`src/rtl/phase_unwrap_pkg.sv`:
```
// Shared constants and enums for the phase unwrapper: the 2*pi code default,
// the half-turn derivation, the tracking states and the correction direction.
package phase_unwrap_pkg;

    localparam int PHASE_2PI_DEFAULT = 65536;

    function automatic int half_of(input int phase_2pi);
        return phase_2pi / 2;
    endfunction

    typedef enum logic {
        IDLE  = 1'b0,
        TRACK = 1'b1
    } state_t;

    typedef enum logic [1:0] {
        CORR_NONE = 2'd0,
        CORR_UP   = 2'd1,
        CORR_DOWN = 2'd2
    } corr_t;

endpackage

```
`src/rtl/phase_unwrap_if.sv`:
```
// Sample stream into the unwrapper and the unwrapped phase / wrap status out of it.
// The master modport is the upstream source, the slave modport is the unwrapper.
interface phase_unwrap_if #(
    parameter int C_DATA_WIDTH = 26,
    parameter int C_OUT_WIDTH  = 34,
    parameter int WRAP_WIDTH   = 16
);
    logic signed [C_DATA_WIDTH-1:0] DATA_in;
    logic                           DATA_in_valid;
    logic signed [C_OUT_WIDTH-1:0]  DATA_out;
    logic                           DATA_out_valid;
    logic signed [WRAP_WIDTH-1:0]   wrap_count;
    logic                           overflow;

    modport master (
        output DATA_in, DATA_in_valid,
        input  DATA_out, DATA_out_valid, wrap_count, overflow
    );

    modport slave (
        input  DATA_in, DATA_in_valid,
        output DATA_out, DATA_out_valid, wrap_count, overflow
    );
endinterface

```
`src/rtl/phase_unwrap_cmp.sv`:
```
// Correction decision: a jump of more than half a turn in either direction is a wrap.
// Exactly +/- half a turn is deliberately left uncorrected.
module unwrap_cmp
    import phase_unwrap_pkg::*;
#(
    parameter int C_DATA_WIDTH = 26,
    parameter int PHASE_2PI    = PHASE_2PI_DEFAULT
) (
    input  logic signed [C_DATA_WIDTH:0] diff,
    output corr_t                        corr
);
    localparam logic signed [C_DATA_WIDTH:0] HALF = (C_DATA_WIDTH + 1)'(half_of(PHASE_2PI));

    always_comb begin
        corr = CORR_NONE;
        if (diff > HALF) begin
            corr = CORR_DOWN;
        end else if (diff < -HALF) begin
            corr = CORR_UP;
        end
    end
endmodule

```
`src/rtl/phase_unwrap.sv`:
```
// Two-stage phase unwrapper: stage 1 captures the sample and its jump from the previous
// sample, stage 2 applies the accumulated 2*pi offset and tracks the net wrap count.
//
//   state | meaning
//   IDLE  | no reference sample held; next valid sample is output without correction
//   TRACK | reference held in prev; each valid sample is compared against it
module phase_unwrap
    import phase_unwrap_pkg::*;
#(
    parameter int C_DATA_WIDTH = 26,
    parameter int C_OUT_WIDTH  = 34,
    parameter int PHASE_2PI    = PHASE_2PI_DEFAULT,
    parameter int WRAP_WIDTH   = 16
) (
    input  logic           clk,
    input  logic           rst,
    input  logic           clear,
    phase_unwrap_if.slave  bus
);
    localparam int DW = C_DATA_WIDTH;
    localparam int OW = C_OUT_WIDTH;
    localparam int WW = WRAP_WIDTH;

    state_t                 state;
    logic signed [DW-1:0]   prev;
    logic                   s1_valid;
    logic                   s1_first;
    logic signed [DW-1:0]   s1_sample;
    logic signed [DW:0]     s1_diff;
    logic signed [DW:0]     diff_in;

    logic signed [OW-1:0]   offset;
    logic signed [WW-1:0]   wrap_reg;
    logic signed [OW-1:0]   data_reg;
    logic                   valid_reg;
    logic                   overflow_reg;

    corr_t                  corr;
    logic signed [OW-1:0]   off_base;
    logic signed [WW-1:0]   wrap_base;
    logic signed [OW:0]     off_up;
    logic signed [OW:0]     off_dn;
    logic signed [WW:0]     wrap_up;
    logic signed [WW:0]     wrap_dn;
    logic signed [OW-1:0]   off_next;
    logic signed [WW-1:0]   wrap_next;
    logic                   ovf_hit;

    assign diff_in = {bus.DATA_in[DW-1], bus.DATA_in} - {prev[DW-1], prev};

    // A sample arriving together with clear becomes the fresh reference.
    always_ff @(posedge clk) begin
        if (rst) begin
            state     <= IDLE;
            prev      <= '0;
            s1_valid  <= 1'b0;
            s1_first  <= 1'b0;
            s1_sample <= '0;
            s1_diff   <= '0;
        end else begin
            s1_valid <= bus.DATA_in_valid;
            if (bus.DATA_in_valid) begin
                s1_sample <= bus.DATA_in;
                s1_diff   <= diff_in;
                s1_first  <= clear || (state == IDLE);
                prev      <= bus.DATA_in;
                state     <= TRACK;
            end else if (clear) begin
                state <= IDLE;
            end
        end
    end

    unwrap_cmp #(
        .C_DATA_WIDTH (DW),
        .PHASE_2PI    (PHASE_2PI)
    ) u_cmp (
        .diff (s1_diff),
        .corr (corr)
    );

    // Out-of-range steps hold both offset and wrap count so they stay consistent.
    always_comb begin
        off_base  = clear ? '0 : offset;
        wrap_base = clear ? '0 : wrap_reg;
        off_up    = {off_base[OW-1], off_base} + (OW + 1)'(PHASE_2PI);
        off_dn    = {off_base[OW-1], off_base} - (OW + 1)'(PHASE_2PI);
        wrap_up   = {wrap_base[WW-1], wrap_base} + (WW + 1)'(1);
        wrap_dn   = {wrap_base[WW-1], wrap_base} - (WW + 1)'(1);
        off_next  = off_base;
        wrap_next = wrap_base;
        ovf_hit   = 1'b0;
        if (s1_valid && !s1_first) begin
            case (corr)
                CORR_UP: begin
                    if ((off_up[OW] != off_up[OW-1]) || (wrap_up[WW] != wrap_up[WW-1])) begin
                        ovf_hit = 1'b1;
                    end else begin
                        off_next  = off_up[OW-1:0];
                        wrap_next = wrap_up[WW-1:0];
                    end
                end
                CORR_DOWN: begin
                    if ((off_dn[OW] != off_dn[OW-1]) || (wrap_dn[WW] != wrap_dn[WW-1])) begin
                        ovf_hit = 1'b1;
                    end else begin
                        off_next  = off_dn[OW-1:0];
                        wrap_next = wrap_dn[WW-1:0];
                    end
                end
                default: ;
            endcase
        end
    end

    always_ff @(posedge clk) begin
        if (rst) begin
            offset       <= '0;
            wrap_reg     <= '0;
            data_reg     <= '0;
            valid_reg    <= 1'b0;
            overflow_reg <= 1'b0;
        end else begin
            offset    <= off_next;
            wrap_reg  <= wrap_next;
            valid_reg <= s1_valid;
            if (ovf_hit) begin
                overflow_reg <= 1'b1;
            end
            if (s1_valid) begin
                data_reg <= {{(OW - DW){s1_sample[DW-1]}}, s1_sample} + off_next;
            end
        end
    end

    assign bus.DATA_out       = data_reg;
    assign bus.DATA_out_valid = valid_reg;
    assign bus.wrap_count     = wrap_reg;
    assign bus.overflow       = overflow_reg;
endmodule

```
`src/flat_wrapper.sv`:
```
// flat-port wrapper written by rule: the top's interface ports become plain ports
module phase_unwrap_flat import phase_unwrap_pkg::*;
#(
    parameter int C_DATA_WIDTH = 26,
    parameter int C_OUT_WIDTH  = 34,
    parameter int PHASE_2PI    = PHASE_2PI_DEFAULT,
    parameter int WRAP_WIDTH   = 16
)
  (clk, rst, clear, bus_DATA_in, bus_DATA_in_valid, bus_DATA_out, bus_DATA_out_valid, bus_wrap_count, bus_overflow);
  phase_unwrap_if #(.C_DATA_WIDTH(C_DATA_WIDTH), .C_OUT_WIDTH(C_OUT_WIDTH), .WRAP_WIDTH(WRAP_WIDTH)) bus_i ();
  input  logic clk;
  input  logic rst;
  input  logic clear;
  input wire logic [$bits(bus_i.DATA_in)-1:0] bus_DATA_in;
  input wire logic [$bits(bus_i.DATA_in_valid)-1:0] bus_DATA_in_valid;
  output wire logic [$bits(bus_i.DATA_out)-1:0] bus_DATA_out;
  output wire logic [$bits(bus_i.DATA_out_valid)-1:0] bus_DATA_out_valid;
  output wire logic [$bits(bus_i.wrap_count)-1:0] bus_wrap_count;
  output wire logic [$bits(bus_i.overflow)-1:0] bus_overflow;
  assign bus_i.DATA_in = bus_DATA_in;
  assign bus_i.DATA_in_valid = bus_DATA_in_valid;
  assign bus_DATA_out = bus_i.DATA_out;
  assign bus_DATA_out_valid = bus_i.DATA_out_valid;
  assign bus_wrap_count = bus_i.wrap_count;
  assign bus_overflow = bus_i.overflow;
  phase_unwrap #(.C_DATA_WIDTH(C_DATA_WIDTH), .C_OUT_WIDTH(C_OUT_WIDTH), .PHASE_2PI(PHASE_2PI), .WRAP_WIDTH(WRAP_WIDTH)) u_core (.clk(clk), .rst(rst), .clear(clear), .bus(bus_i));
endmodule
```
`config.mk`:
```
export PLATFORM = sky130hd
export DESIGN_NAME = phase_unwrap_flat
export DESIGN_NICKNAME = d
export VERILOG_FILES = /design/src/rtl/phase_unwrap_pkg.sv /design/src/rtl/phase_unwrap_if.sv /design/src/rtl/phase_unwrap_cmp.sv /design/src/rtl/phase_unwrap.sv /design/src/flat_wrapper.sv
export SDC_FILE = /design/constraint.sdc
export NUM_CORES = 1
export LEC_CHECK = 0
export BUFFER_PORTS_ARGS = -buffer_cell sky130_fd_sc_hd__buf_4
export CORE_MARGIN = 8
export CORE_UTILIZATION = 30
export CTS_CLUSTER_DIAMETER = 200
export DETAILED_ROUTE_END_ITERATION = 6
export PLACE_DENSITY_LB_ADDON = 0.08
export SLEW_MARGIN = 40
export SYNTH_ARGS = -nofsm -noshare
export SYNTH_HDL_FRONTEND = slang
export SYNTH_SLANG_ARGS = --single-unit
export TNS_END_PERCENT = 1
```
`constraint.sdc`:
```
create_clock -name clk -period 17.36 [get_ports clk]
set_input_delay 2.604 -clock clk [delete_from_list [all_inputs] [get_ports clk]]
set_output_delay 2.604 -clock clk [all_outputs]
set_load 0.01 [all_outputs]
```
# --- Word level (Yosys, flattened, before mapping) ---
# Index checks and enable logic that the tools add are counted.
# Widths: inputs -> output; s select.
op_classes:
  n_addsub: 6
  n_lt_le_gt_ge: 2
  eq_ne: 6
  n_mux: 18
  bitwise_logic: 1
  reduce_logical: 6
op_table:
  columns: ["operator", "count"]
  rows:
  - ["$mux 34", 4]
  - ["$pmux 34 s2", 1]
  - ["$mux 16", 4]
  - ["$add 34x18->35 const B", 1]
  - ["$sub 34x18->35 const B", 1]
  - ["$add 34x34->34", 1]
  - ["$pmux 16 s2", 1]
  - ["$gt 27x17->1 const B", 1]
  - ["$lt 27x16->1 const B", 1]
  - ["$sub 26x26->27", 1]
  - ["$add 16x2->17 const B", 1]
  - ["$sub 16x2->17 const B", 1]
  - ["$mux 1", 6]
  - ["$ne 1x1->1", 4]
  - ["$logic_or 1x1->1", 3]
  - ["$eq 2x1->1 const B", 1]
  - ["$eq 2x2->1 const B", 1]
  - ["$mux 2", 1]
  - ["$pmux 1 s2", 1]
  - ["$reduce_bool 2->1", 1]
  - ["$logic_and 1x1->1", 1]
  - ["$logic_not 1->1", 1]
  - ["$not 1->1", 1]
word_totals:
  ff_bits: 142
  inputBits: 30
  wordCells: 49

# --- Longest topological paths before layout ---
logic_depth:
  ltp_word: 8
  depth_mapped: 27
  mapped_depth_nobuf: 22

# --- Cells and area by module ---
# Synthesis repeated with hierarchy kept, for this count alone.
hier_totals:
  cells_unflattened: 1302
  area_unflattened_um2: 10072.2
by_module_without_submodules:
  columns: ["mod", "n_inst", "cells_each", "area_per_inst_um2", "seq_area_each_um2"]
  rows:
  - ["phase_unwrap", 1, 1288, 9978.3, 2842.7]
  - ["unwrap_cmp", 1, 14, 93.8, 0.0]

# --- Worst setup path before layout ---
# Ideal clock, no wire load.
synth_path:
  path_kind: "input port to flip-flop"
  start: "in clear"
  end: "reg u_core.data_reg[32] (netlist: u_core.bus.DATA_out[32])"
  setup_ns: 0.131
  arrival_time_ns: 7.513
  t_required_ns: 17.229
  setup_slack_ns: 9.716
  cell_stages: 26
  n_path_buf: 5
  cell_sequence: "buf_2 -> buf_2 -> buf_1 -> buf_1 -> clkbuf_1 -> nor2b_1 -> inv_1 -> ha_1 -> inv_1 -> o2111ai_1 -> a21oi_1 -> a211oi_2 -> o22ai_1 -> o21ai_0 -> a21oi_1 -> a211o_1 -> ha_1 -> nand2_1 -> o21ai_0 -> o211ai_1 -> a21o_1 -> a41o_1 -> a211oi_1 -> a41oi_1 -> mux2i_1 -> o21ai_0"
synth_via:
  elab_chain_len: 8
  word_cells_on_any_way: 17
synth_rtl:
  columns: ["item", "line_no", "text"]
  rows:
  - ["from (decl)", "flat_wrapper.sv:13", "input logic clear;"]
  - ["$mux 34 / $mux 16 (equally long branches)", "phase_unwrap.sv:84, phase_unwrap.sv:85", null]
  - ["$sub 34x18->35, or another cell as far along", "phase_unwrap.sv:87", "off_dn = {off_base[OW-1], off_base} - (OW + 1)'(PHASE_2PI);"]
  - ["$ne 1x1->1, on equally long branches", "phase_unwrap.sv:104, phase_unwrap.sv:96", null]
  - ["$logic_or 1x1->1, on equally long branches", "phase_unwrap.sv:104, phase_unwrap.sv:96", null]
  - ["$mux 34, on equally long branches", "phase_unwrap.sv:104, phase_unwrap.sv:96", null]
  - ["$pmux 34 s2", "phase_unwrap.sv:94", "case (corr)"]
  - ["$mux 34 *", "phase_unwrap.sv:93", "if (s1_valid && !s1_first) begin"]
  - ["via u_core.off_next[23]", "phase_unwrap.sv:45", "logic signed [OW-1:0] off_next;"]
  - ["$add 34x34->34 *", "phase_unwrap.sv:131", "data_reg <= {{(OW - DW){s1_sample[DW-1]}}, s1_sample} + off_next;"]
  - ["to (signal assigned)", "phase_unwrap.sv:131", null]
  - ["to (decl)", "phase_unwrap.sv:34", "logic signed [OW-1:0] data_reg;"]
# The timed path passes the listed nets; every way through them passes the cells marked *.
# A chain may end at the register's enable or synchronous reset.

# --- Worst setup path in the final report ---
# Same ends and word-level chain as after synthesis.

==> run_results.csv <==
group,metric,value,unit
placement,routabilityCongestion,0.902,
route,finalWirelength,32600,um
worst_setup_path,crit_path_max_fanout,66,
global_routing,antenna_found_initial,0,
power_and_ir_drop,static-leakage-power,4.84,nW
synth,post_synth_inst_count,1278,
worst_setup_path,critical-path-slowest-cell,"buf_4",
route,drt_pre_antenna_iters,5,
sta,finalHoldViolCount,0,
cts,cts-htree-levels,4,
power_and_ir_drop,switching_share,0.313,
floorplanning,horizontal_extent_of_the_die,198,um
worst_setup_path,cp_data_arrival_time,8.22,ns
synth,yosys_warnings,0,
worst_setup_path,crit_chain,"buf_4 > inv_1 > nand2_1 > ha_1 > inv_1 > o2111ai_1 > a21oi_1 > a211oi_2 > o22ai_1 > o311ai_0 > o311ai_1 > ha_1 > a21oi_1 > o21ai_0 > o211ai_1 > a21o_1 > a41o_1 > a211oi_1 > a41oi_1 > mux2i_1 > o21ai_0",
sta,setup_tns,0,ns
cts,ctsLongestPathBuffers,2,
sta,final_period_minus_worst_setup_slack,7.93,ns
floorplanning,initial_utilization,0.306,
synth,edff_count_synth,0,
sta,setup_viol_count_final,0,
sta,fmax,126,MHz
worst_setup_path,worst_setup_path_end_kind,"flip-flop",
global_routing,grtUsageTotal,0.167,
cts,tritoncts,"done",
power_and_ir_drop,power.density,90.3,nW/um^2
worst_setup_path,path_class,"input pin to flip-flop",
route,drt-vias-per-instance,5.31,
worst_setup_path,timing.critical_path.required,17.65,ns
sta,fin_crit_sh,0.457,
synth,synthesis.area_per_instance,7.80,sq um
power_and_ir_drop,fin_total_pwr,0.00105,W
synth,synth_fp_nets,1373,
cts,clk_pin_slew_worst_paths,0.06,ns
sta,drv_slew,0,
cts,worstSkewPairLatency,0.43,ns
global_routing,globalRoute.totalOverflow,0,
global_routing,grt_start_max_net_pins,76,
route,post_drt_wl_per_cell,18.3,um
synth,netlist-cell-type-count,84,
sta,grt_setup_unrepaired,"no",
finish,num-nets-final,1426,
sta,hold_ws,0.464,ns
finish,synthToLayoutAreaGrowth,16.9,%
route,route.detailed.drc,0,
run_status,status,"complete, no violations",
route,dr.first_iter.drc_count,512,
sta,worst_pin_slew,0.809,ns
floorplanning,die_h,198,um
cts,cts.hold.buffers_added,0,
placement,dp_hpwl,23700,um
power_and_ir_drop,p_int,0.000723,W
synth,synth_area,9970,sq um
synth,synth-seq-cells,142,
floorplanning,die-area,39300,sq um
cts,cts.repair.resized,0,
synth,postSynth.asyncResetShare,0,
run,timing.max_cap.violations,0,
cts,cts-buffers-inserted,17,
synth,synth-seq-area-share,0.285,
power_and_ir_drop,power_switching,0.000330,W
finish,post_route_cells_drive_above_1_share,0.115,
floorplanning,std_cell_rows,66,
route,routed-via-count,9473,
floorplanning,io-pin-count,82,
finish,antenna_cells_inserted,0,
cts,cts_root_buffer,"clkbuf_16",
worst_setup_path,startpoint_type,"input pin",
power_and_ir_drop,sequentialPowerShare,0.352,
global_routing,grt_pass1_vias,9374,
cts,numClockSinks,142,
power_and_ir_drop,clock_power_share,0.401,
synth,dominantRegCellSynth,"dfxtp_1",
power_and_ir_drop,combPwrFrac,0.247,
global_routing,wire_length_of_the_first_global_routing_pass,52100,um
worst_hold_path,min_path_type,"flip-flop to flip-flop",
placement,io_buffers,81,
route,route.antenna.remaining_nets,0,
sta,fin_worst_skew,0.00908,ns
worst_setup_path,cpPeakStageDelay,0.55,ns
cts,cts_post_setup_buffers_inserted,0,
floorplanning,core_area,32600,sq um
sta,slew_headroom,0.460,
power_and_ir_drop,peakVddDrop,67.8,uV
[placed cells by master (no fill, tap or decap), drive strengths merged, types with 50 or more instances in the layout]
cell,n
a21oi,73
buf,92
dfxtp,142
ha,63
inv,64
mux2i,56
nand2,97
nor2,170
nor3,50
o21ai,50
[path summary, 6_finish.rpt]
path,startpoint,end,slack [ns],depth (start not counted)
worst max-delay path,clear,u_core.bus.DATA_out[32],9.43,21
worst min-delay path,u_core.bus.DATA_out[18],u_core.bus.DATA_out[18],0.46,2
worst max register to register,u_core.bus.wrap_count[0],u_core.bus.DATA_out[32],12.23,21
worst min register to register,u_core.bus.DATA_out[18],u_core.bus.DATA_out[18],0.46,2
[cells in the mapped netlist, drive strengths merged, types with 15 or more instances]
cell type    n  area [sq um]
dfxtp      142          2840
and2        35           219
a21oi       73           365
ha          63           788
nor2       170           641
a211oi      16           125
nand3       33           165
a21o        20           150
nand4       16           100
xor2        17           149
clkbuf      36           135
o21ai       50           250
inv         64           240
buf         22           100
nor3        50           255
nor2b       43           269
nand2b      15          93.8
mux2i       56           561
nand2       97           379
a31oi       16           100
nor4        21           159
xnor2       33           297
[stage by stage]
stage                util  worst slack, ns  instances  area [sq um]
detailed placement  0.337             9.06       1754         11000
floorplan               -             9.72       1278          9970
global route        0.357             9.01       1784         11700
CTS                 0.357             9.52       1784         11700
finish              0.357             9.43       1784         11700
global placement    0.337             9.12       1754         11000
[power groups by stage]
stage                     Sequential, W  Combinational [W]  Clock [W]
after floorplan                0.000370           0.000181          0
after global placement         0.000378           0.000260          0
after detailed placement       0.000378           0.000259          0
after CTS                      0.000371           0.000260   0.000437
after global routing           0.000373           0.000289   0.000449
final                          0.000370           0.000260   0.000423
[layout make-up]
type	count	area, sq um
inverter	64	240
fill	3481	21000
clock buffer	19	453
timing repair buffer	92	694
clock inverter	11	214
multi-input combinational	1014	6660
tap	442	553
sequential	142	2840
[worst max-delay path, delay by kind of cell]
| family | cells | cell delay [ns] |
|---|---|---|
| AO/OA/AOI/OAI | 14 | 3.36 |
| buffers and inverters | 3 | 1.16 |
| adder cells (fa/ha/maj) | 2 | 0.68 |
| AND/OR/NAND/NOR | 1 | 0.20 |
| multiplexers | 1 | 0.16 |
[kinds of logic (layout without fill, tap and decap cells)]
family,Yosys count,in the layout,synth area share
mux,63,63,0.0641
flops,142,142,0.285
simple gates,539,539,0.273
fa+ha+maj,65,65,0.0831
xor+xnor,50,50,0.0447
buf+inv,122,186,0.0477
compound gates,297,297,0.202
[metal layers]
metal  vias up  track usage  routed length (um)
li1       4725            -                   -
met1      4535        0.202               14600
met2       179        0.296               16400
met3        34       0.0255                1010
met4         0       0.0570                 642
met5         -            0                   0
No activity file was read; power rests on OpenSTA's default activity.
